--- config.mk ---
export PLATFORM = sky130hd
export DESIGN_NAME = control_decoder
export DESIGN_NICKNAME = d
export VERILOG_FILES = /design/src/rtl/control_decoder.sv
export SDC_FILE = /design/constraint.sdc
export NUM_CORES = 1
export LEC_CHECK = 0
export CAP_MARGIN = 20
export CORE_AREA = 2 2 39 41
export DETAILED_ROUTE_END_ITERATION = 10
export DIE_AREA = 0 0 41 43
export GPL_TIMING_DRIVEN = 0
export PLACE_DENSITY = 0.73
export REMOVE_ABC_BUFFERS = 1
export SYNTH_ARGS = -nofsm -noshare
export SYNTH_HDL_FRONTEND = slang
export SYNTH_SLANG_ARGS = --single-unit
--- constraint.sdc ---
create_clock -name clk -period 3.3 [get_ports clk]
set_input_delay 0.495 -clock clk [delete_from_list [all_inputs] [get_ports clk]]
set_output_delay 0.495 -clock clk [all_outputs]
set_load 0.02 [all_outputs]
--- src/rtl/control_decoder.sv ---
// Microinstruction decoder: splits a 16-bit microinstruction into bus source/destination strobes,
// ALU function bits and jump enables. All strobes are held inactive until reset release settles.
module control_decoder (
    input  logic        clk,
    input  logic        rst_n,
    input  logic [15:0] uinstr,
    output logic        EO_bar,
    output logic        PO_bar,
    output logic        IOH_bar,
    output logic        IOL_bar,
    output logic        MO,
    output logic        DO,
    output logic        RT,
    output logic        PP,
    output logic        AI_bar,
    output logic        II_bar,
    output logic        MI,
    output logic        XI_bar,
    output logic        YI_bar,
    output logic        DI,
    output logic        JC,
    output logic        JZ,
    output logic        JGT,
    output logic        JLT,
    output logic [6:0]  ALU_flags
);

    typedef enum logic [2:0] {
        SrcPc    = 3'b000,
        SrcIrHi  = 3'b001,
        SrcIrLo  = 3'b010,
        SrcMem   = 3'b011,
        SrcNone0 = 3'b100,
        SrcNone1 = 3'b101,
        SrcDev   = 3'b110,
        SrcNone2 = 3'b111
    } src_sel_e;

    typedef enum logic [2:0] {
        DstNone0 = 3'b000,
        DstA     = 3'b001,
        DstIr    = 3'b010,
        DstMem   = 3'b011,
        DstX     = 3'b100,
        DstY     = 3'b101,
        DstDev   = 3'b110,
        DstNone1 = 3'b111
    } dst_sel_e;

    logic en1_q, en1_d;
    logic en2_q, en2_d;

    src_sel_e src_sel;
    dst_sel_e dst_sel;
    logic     alu_drives_bus;

    // Reserved bit; named so lint treats it as intentionally unused.
    logic unused_rsvd;
    assign unused_rsvd = uinstr[0];

    // Two-stage reset-release synchroniser gating every strobe.
    always_comb begin
        en1_d = 1'b1;
        en2_d = en1_q;
    end

    always_ff @(posedge clk or negedge rst_n) begin
        if (!rst_n) begin
            en1_q <= 1'b0;
            en2_q <= 1'b0;
        end else begin
            en1_q <= en1_d;
            en2_q <= en2_d;
        end
    end

    assign src_sel        = src_sel_e'(uinstr[14:12]);
    assign dst_sel        = dst_sel_e'(uinstr[7:5]);
    assign alu_drives_bus = ~uinstr[15];

    always_comb begin
        EO_bar    = 1'b1;
        PO_bar    = 1'b1;
        IOH_bar   = 1'b1;
        IOL_bar   = 1'b1;
        MO        = 1'b0;
        DO        = 1'b0;
        RT        = 1'b0;
        PP        = 1'b0;
        AI_bar    = 1'b1;
        II_bar    = 1'b1;
        MI        = 1'b0;
        XI_bar    = 1'b1;
        YI_bar    = 1'b1;
        DI        = 1'b0;
        JC        = 1'b0;
        JZ        = 1'b0;
        JGT       = 1'b0;
        JLT       = 1'b0;
        ALU_flags = 7'd0;

        if (en2_q) begin
            ALU_flags = uinstr[14:8];
            JZ        = uinstr[4];
            JGT       = uinstr[3];
            JLT       = uinstr[2];
            JC        = uinstr[1];

            // Bits 14:10 double as ALU function and source select; only one interpretation drives.
            if (alu_drives_bus) begin
                EO_bar = 1'b0;
            end else begin
                RT = uinstr[11];
                PP = uinstr[10];
                case (src_sel)
                    SrcPc:   PO_bar  = 1'b0;
                    SrcIrHi: IOH_bar = 1'b0;
                    SrcIrLo: IOL_bar = 1'b0;
                    SrcMem:  MO      = 1'b1;
                    SrcDev:  DO      = 1'b1;
                    default: ;
                endcase
            end

            case (dst_sel)
                DstA:    AI_bar = 1'b0;
                DstIr:   II_bar = 1'b0;
                DstMem:  MI     = 1'b1;
                DstX:    XI_bar = 1'b0;
                DstY:    YI_bar = 1'b0;
                DstDev:  DI     = 1'b1;
                default: ;
            endcase
        end
    end

endmodule

Yosys cells after proc, flatten, opt, wreduce, memory -nomap -nowiden --
Index checks and enable logic that the tools add are counted.
Cells by class: mux-type cells 38, equality and inequality tests 10, reduce and logical (&&, ||, !) cells 1
Operator list (number):
- 1-bit two-way mux | 37
- 3-bit by 2-bit == test with 1-bit output, second input constant | 4
- 3-bit == test, second input constant | 4
- 7-bit two-way mux | 1
- 3-bit by 1-bit == test with 1-bit output, second input constant | 2
- 3-bit zero test | 1
Word-level totals: input port bits 18, bits in registers 2, word-level logic and storage cells 51, output and inout port bits 25

Depth between registers and ports, before layout --
Gate-level depths: netlist of the first run.
depth in word-level cells 4, gate-level depth with buffers 3, gate-level depth less buffers 3

Worst setup path before layout of the first run --
Ideal clock, no wire load.
kind input port to output port, start input uinstr[14], end output IOL_bar, data arrival time 1.128 ns, stages 1, path buffers 0, path slack 1.677 ns, required time 2.805 ns, cell sequence or4b_1
Between the ends: longest elaborated chain between the ends 4
Ends and longest elaborated chain:
- from (decl) | line 6 | input logic [15:0] uinstr,
- 3-bit by 2-bit == test with 1-bit output | line 115 | case (src_sel)
- 1-bit two-way mux | line 115
- 1-bit two-way mux | line 110 | if (alu_drives_bus) begin
- 1-bit two-way mux | line 102 | if (en2_q) begin
- to (decl) | line 10 | output logic IOL_bar,
No other way between the ends.

Worst setup path after layout of the first run --
start input uinstr[13], end output IOL_bar
The elaborated chain is that of the path after synthesis.

==> results of run 1 <==
==> layout make-up <==
cell class	count	area, µm²
Inverter	1	3.75
Fill cell	132	684
Clock buffer	3	22.5
Multi-Input combinational cell	31	193
Tap cell	16	20.0
Timing Repair Buffer	41	410
Sequential cell	2	50.0
==> routing by layer <==
layer,vias up,track usage (%),part of all wire [%]
met5,-,0,0
met4,0,8.00,0.91
met3,2,6.28,15
met2,29,18.4,47
met1,171,12.5,37
li1,206,-,-
==> through the flow <==
stage | instances | utilization, %
floorplan | 34 | -
global placement | 91 | 48.9
detailed placement | 91 | 48.9
CTS | 94 | 50.5
global route | 94 | 50.5
finish | 94 | 50.5
==> layout by cell type (no fill, tap or decap), drive strengths merged <==
master and instances:
nand3 1, dfrtp 2, nand2 5, nor3 1, or2b 1, or3 1
and3 3, and2 10, nor2b 2, clkbuf 3, nor3b 2, conb 1
inv 1, and4b 1, or4b 1, clkdlybuf4s50 41, nand3b 2
==> worst min-delay path by stage <==
stage | from | cells past startpoint | to | slack (ns)
after floorplan | rst_n | 0 | en1_q | 0.20
after global placement | en1_q | 0 | en2_q | 0.33
after detailed placement | en1_q | 0 | en2_q | 0.34
after CTS | en1_q | 0 | en2_q | 0.34
after global routing | en1_q | 0 | en2_q | 0.35
final | en1_q | 0 | en2_q | 0.34
==> critical path, delay by kind of cell <==
family	cells	cell delay [ns]
buffers and inverters	2	1.04
and+or+nand+nor	2	0.55
==> registers in the layout, indices dropped and copies added, names as in the netlist <==
signal / count
en1_q: 1
en2_q: 1
==> report_power, final <==
group | internal [µW] | switching, µW | leakage [µW] | total, µW
combinational | 42.4 | 29.3 | 0.000243 | 71.7
sequential | 25.9 | 2.50 | 0.0000233 | 28.4
clock | 40.1 | 13.7 | 0.0000138 | 53.8
total | 108 | 45.5 | 0.000280 | 154
==> kinds of logic after synthesis <==
kind of cell,count (synthesis)
simple gates,30
flops,2
buf+inv,2
other cells,1
==> metrics.yaml, run 1 <==
outcome:
  status: "finished, final reports clean"
clocking:
  cts.hold.buffers_added: 0
  cts_resized: 0
  cts_tree: "yes"
  root_buffer: "clkbuf_4"
  cts_max_path_buffers: 2
  cts_setup_buffers: 0
  ctsHtreeMaxLevel: 1
  cts_made_buffers: 3
  clkTransAtPathRegs_ns: 0.03
  clock_latency_ns: 0.22
  cts_sinks: 2
timing:
  hold_viol: 0
  slew_violations: 0
  timing.final.ws_setup_ns: 0.716
  skew_ns: 0.00611
  grt_setup_unrepaired: "no"
  layout_min_cycle_time_ns: 2.58
  period_share_pct: 78.3
  setup_viol: 0
  fin_setup_tns_ns: 0
  holdWs_ns: 0.339
  timing.fmax_mhz: 387
final_layout:
  antenna_cells: 0
  drive_gt1_share_pct: 5.13
  syn_to_final_growth_pct: 180
  final_area_um2: 699
  final_net_count: 98
pwr:
  ir_drop_mv: 0.155
  leakage_uw: 0.000280
  p_total_uw: 154
  p_per_area_mw_per_mm2: 220
critical_path:
  regToRegEndpoint: "en2_q"
  path_class: "in2out"
  cp_cell_sequence: "clkdlybuf4s50_1 -> nand2_2 -> or4b_1 -> clkdlybuf4s50_1"
  startpoint_type: "primary input"
  path_common_cell: "clkdlybuf4s50_1"
  reg2regPathDepth: 0
  endpoint_kind: "output pin"
  arrival_ns: 2.09
  path_max_fanout: 3
  r2r_start: "en1_q"
  required_ns: 2.80
  slowest_delay_ns: 0.55
  crit_path_end: "IOL_bar"
  startpoint: "uinstr[13]"
  r2r_slack_ns: 2.84
  crit_path_top_delay_cell: "clkdlybuf4s50_1"
logic_synthesis:
  netlist.area_leader.share_pct: 25.0
  avgSynthCellArea_um2: 7.15
  yosysMostFrequentCell: "and2_1"
  synth_edf_count: 0
  synthAdderAreaFrac_pct: 0
  muxShareOfSynthArea_pct: 0
  synth.largest_area_cell: "and2_1"
  syn_inst: 35
  async_flop_share_pct: 100
  synthTopCellsByCount: "and2_1 (10), nand2_1 (4), and3_1 (3)"
  ys_seq_area_share_pct: 20.0
  synth-simple-area-share_pct: 75.5
  syn_area_um2: 250
  synth_compound_area_share_pct: 0
  synth_seq_cells: 2
  synth_top_family_by_area: "simple AND/OR/NAND/NOR gates"
  synth.area.top_cells: "and2_1 (25%), dfrtp_1 (20%), and3_1 (7.5%)"
  synth.distinct_cells: 17
  yosys_warnings: 0
  synth_xor_area_share_pct: 0
  synthFlopType: "dfrtp_1"
die:
  die_width_um: 41
  initial_utilization_pct: 18.1
  std_cell_rows: 14
  dieArea_mm2: 0.00176
  num_io_pins: 43
  coreArea_mm2: 0.00138
  die_y_um: 43
placed_design:
  gp_congestion: 0.588
  port_buffers: 41
  dp_slack_ns: 0.722
  dpl_cell_area_um2: 677
  dp_hpwl_um: 743
drt:
  routed_wl_um: 883
  detail_route.iter0.violations: 2
  drcViolationCount: 0
  ant_nets: 0
  viasPerCell: 4.34
  routedWlPerCell_um: 9.39
  route.vias.total: 408
  dr.pass1.iters: 2
global_routing:
  grt_max_degree: 19
  gr-total-overflow: 0
  grt_usage_pct: 12.2
  grt_pass1_wl_um: 1450
  antenna_found_initial: 0
  grt_pass1_vias: 370
run:
  cap_violations: 0
hold_path:
  worstHoldPathType: "reg2reg"
No activity file was read; power rests on OpenSTA's default activity.
==> run 2: changes to the inputs <==
- CORE_AREA: 2 2 39 41 -> unset
- CORE_MARGIN: unset -> 2
- CORE_UTILIZATION: unset -> 18
- DIE_AREA: 0 0 41 43 -> unset
- clock period: 3.3 -> 2.2 ns (I/O delays scaled with it)
==> run 2 against run 1 <==
  * Cell count decreased by 1.1%
  * Core utilization increased by 3.5 points
  * Worst hold slack got worse by 0.081 ns
  * Setup slack got worse by 0.62 ns
  * Final area increased by 0.54%
  * Sequential power increased by 51%
  * Global-route usage decreased by 1.2 points
  * Non-clock buffer count unchanged
  * Clock skew decreased by 0.0016 ns
  * Via count decreased by 2.7%
  * Clock power increased by 58%
  * Largest cell class unchanged
==> metrics.yaml, run 2 (same netlist as run 1, synthesis figures left out) <==
clocking:
  clock_latency_ns: 0.23
  root_buffer: "clkbuf_4"
  cts_setup_buffers: 0
  cts_made_buffers: 3
  cts_tree: "yes"
  cts_max_path_buffers: 2
  clkTransAtPathRegs_ns: 0.03
  ctsHtreeMaxLevel: 1
  cts_sinks: 2
final_layout:
  syn_to_final_growth_pct: 181
  layout_common_cells: "clkdlybuf4s50_1 (40), and2_1 (10), nand2_1 (4), and3_1 (3), clkbuf_4 (3)"
  regArea_um2: 51.3
  final_net_count: 98
  fillers: 131
  fin_util_pct: 54.0
  top_regs: "en1_q: 1 flops, en2_q: 1 flops"
  final_area_um2: 703
  multi_input_area_um2: 198
  mostFrequentLayoutCell: "clkdlybuf4s50_1"
  antenna_cells: 0
  drive_gt1_share_pct: 7.69
drt:
  routed_wl_um: 918
  detail_route.iter0.violations: 1
  drcViolationCount: 0
  dr.pass1.iters: 2
  route.vias.total: 397
  viasPerCell: 4.27
  ant_nets: 0
  routedWlPerCell_um: 9.87
timing:
  skew_ns: 0.00452
  layout_min_cycle_time_ns: 2.10
  slew_violations: 0
  timing.fmax_mhz: 476
  period_share_pct: 95.5
  hold_viol: 0
  setup_viol: 0
  holdWs_ns: 0.258
  grt_setup_unrepaired: "no"
die:
  num_io_pins: 43
  dieArea_mm2: 0.00170
  std_cell_rows: 13
  initial_utilization_pct: 19.2
  die_y_um: 41.3
  coreArea_mm2: 0.00130
  die_width_um: 41.3
critical_path:
  path_common_cell: "clkdlybuf4s50_1"
  startpoint_type: "primary input"
  slowest_delay_ns: 0.59
  path_max_fanout: 3
  arrival_ns: 1.77
  cp_cell_sequence: "clkdlybuf4s50_1 -> nand2_2 -> inv_1 -> and4b_1 -> clkdlybuf4s50_1"
  path_class: "in2out"
  required_ns: 1.87
  endpoint_kind: "output pin"
  crit_path_top_delay_cell: "clkdlybuf4s50_1"
placed_design:
  dp_hpwl_um: 737
  gp_congestion: 0.540
  port_buffers: 41
  dpl_cell_area_um2: 676
global_routing:
  gr-total-overflow: 0
  antenna_found_initial: 0
  grt_pass1_vias: 286
  grt_pass1_wl_um: 1090
  grt_max_degree: 19
  grt_usage_pct: 11.1
pwr:
  pwr-share-comb_pct: 45.6
  p_per_area_mw_per_mm2: 335
  p_sw_uw: 72.2
  p_int_uw: 163
  leakage_uw: 0.000279
  ir_drop_mv: 0.193
  seqPwrFrac_pct: 18.2
  clkPwrFrac_pct: 36.1
  switching_share_pct: 30.7
hold_path:
  worstHoldPathType: "in2async"
run:
  cap_violations: 0
outcome:
  status: "finished, final reports clean"
==> run 2: cell count changes in the layout (fill, tap and decap cells not counted), sizes merged <==
cell | before | now
clkdlybuf4s50 | 41 | 40
dlygate4sd2 | 0 | 1
==> run 2: per-layer routing <==
metal  track usage [%]  vias up  wire, µm
met2              15.6       20       488
met3              4.35        4        75
met1              10.9      171       319
met4              14.5        0        34
li1                  -      202         -
met5                 0        -         0
==> run 2: final cells by class <==
cell class	count	share of cell area, %
Clock buffer	3	3.20
Multi-Input combinational cell	31	28.1
Sequential cell	2	7.30
Timing Repair Buffer	41	58.2
Tap cell	15	2.67
Inverter	1	0.534
==> run 2: path summary, 6_finish.rpt <==
check / startpoint / end / slack, ns / cells past startpoint
setup / recovery: uinstr[13] / MO / 0.1 / 5
hold / removal: rst_n / en2_q / 0.26 / 1
setup reg to reg: en1_q / en2_q / 1.74 / 0
hold reg to reg: en1_q / en2_q / 0.35 / 0
max in group asynchronous: rst_n / en2_q / 1.81 / 1
min in group clk: en1_q / en2_q / 0.35 / 0
==> run 2: power by group through the flow <==
stage               combinational [µW]  clock [µW]  sequential [µW]
global placement                   107           0             43.2
detailed placement                 108           0             43.4
global route                       115        93.1             43.6
finish                             107        85.1             42.9
CTS                                108        91.4             43.1
floorplan                         40.5           0             41.9
==> run 2: per-stage QoR <==
step	setup TNS (ns)	std cells	power, µW	setup slack, ns
2_1_floorplan	0	34	82.4	0.704
3_5_place_dp	-0.0519	90	151	-0.0519
3_3_place_gp	-0.0417	90	150	-0.0417
6_report	0	93	235	0.0991
5_1_grt	0	93	252	0.0168
4_1_cts	0	93	242	0.0187
==> run 2: what timing repair did <==
item	4_1_cts	5_1_grt
gates cloned	0	0
endpoints found under the setup margin	1	2
pin swaps	0	0
gates resized for setup	2	1
hold buffers	0	0
==> run 2: worst max-delay path: cells and delay by family <==
family / cells / cell delay (ns)
simple gates: 2 / 0.27
buf+inv: 3 / 1.18
==> run 3: changes to the inputs <==
- CAP_MARGIN: 20 -> 10
- CTS_CLUSTER_SIZE: unset -> 30
==> results of run 3 <==
Same layout as run 2: the final DEF is identical, and so are final timing and power.
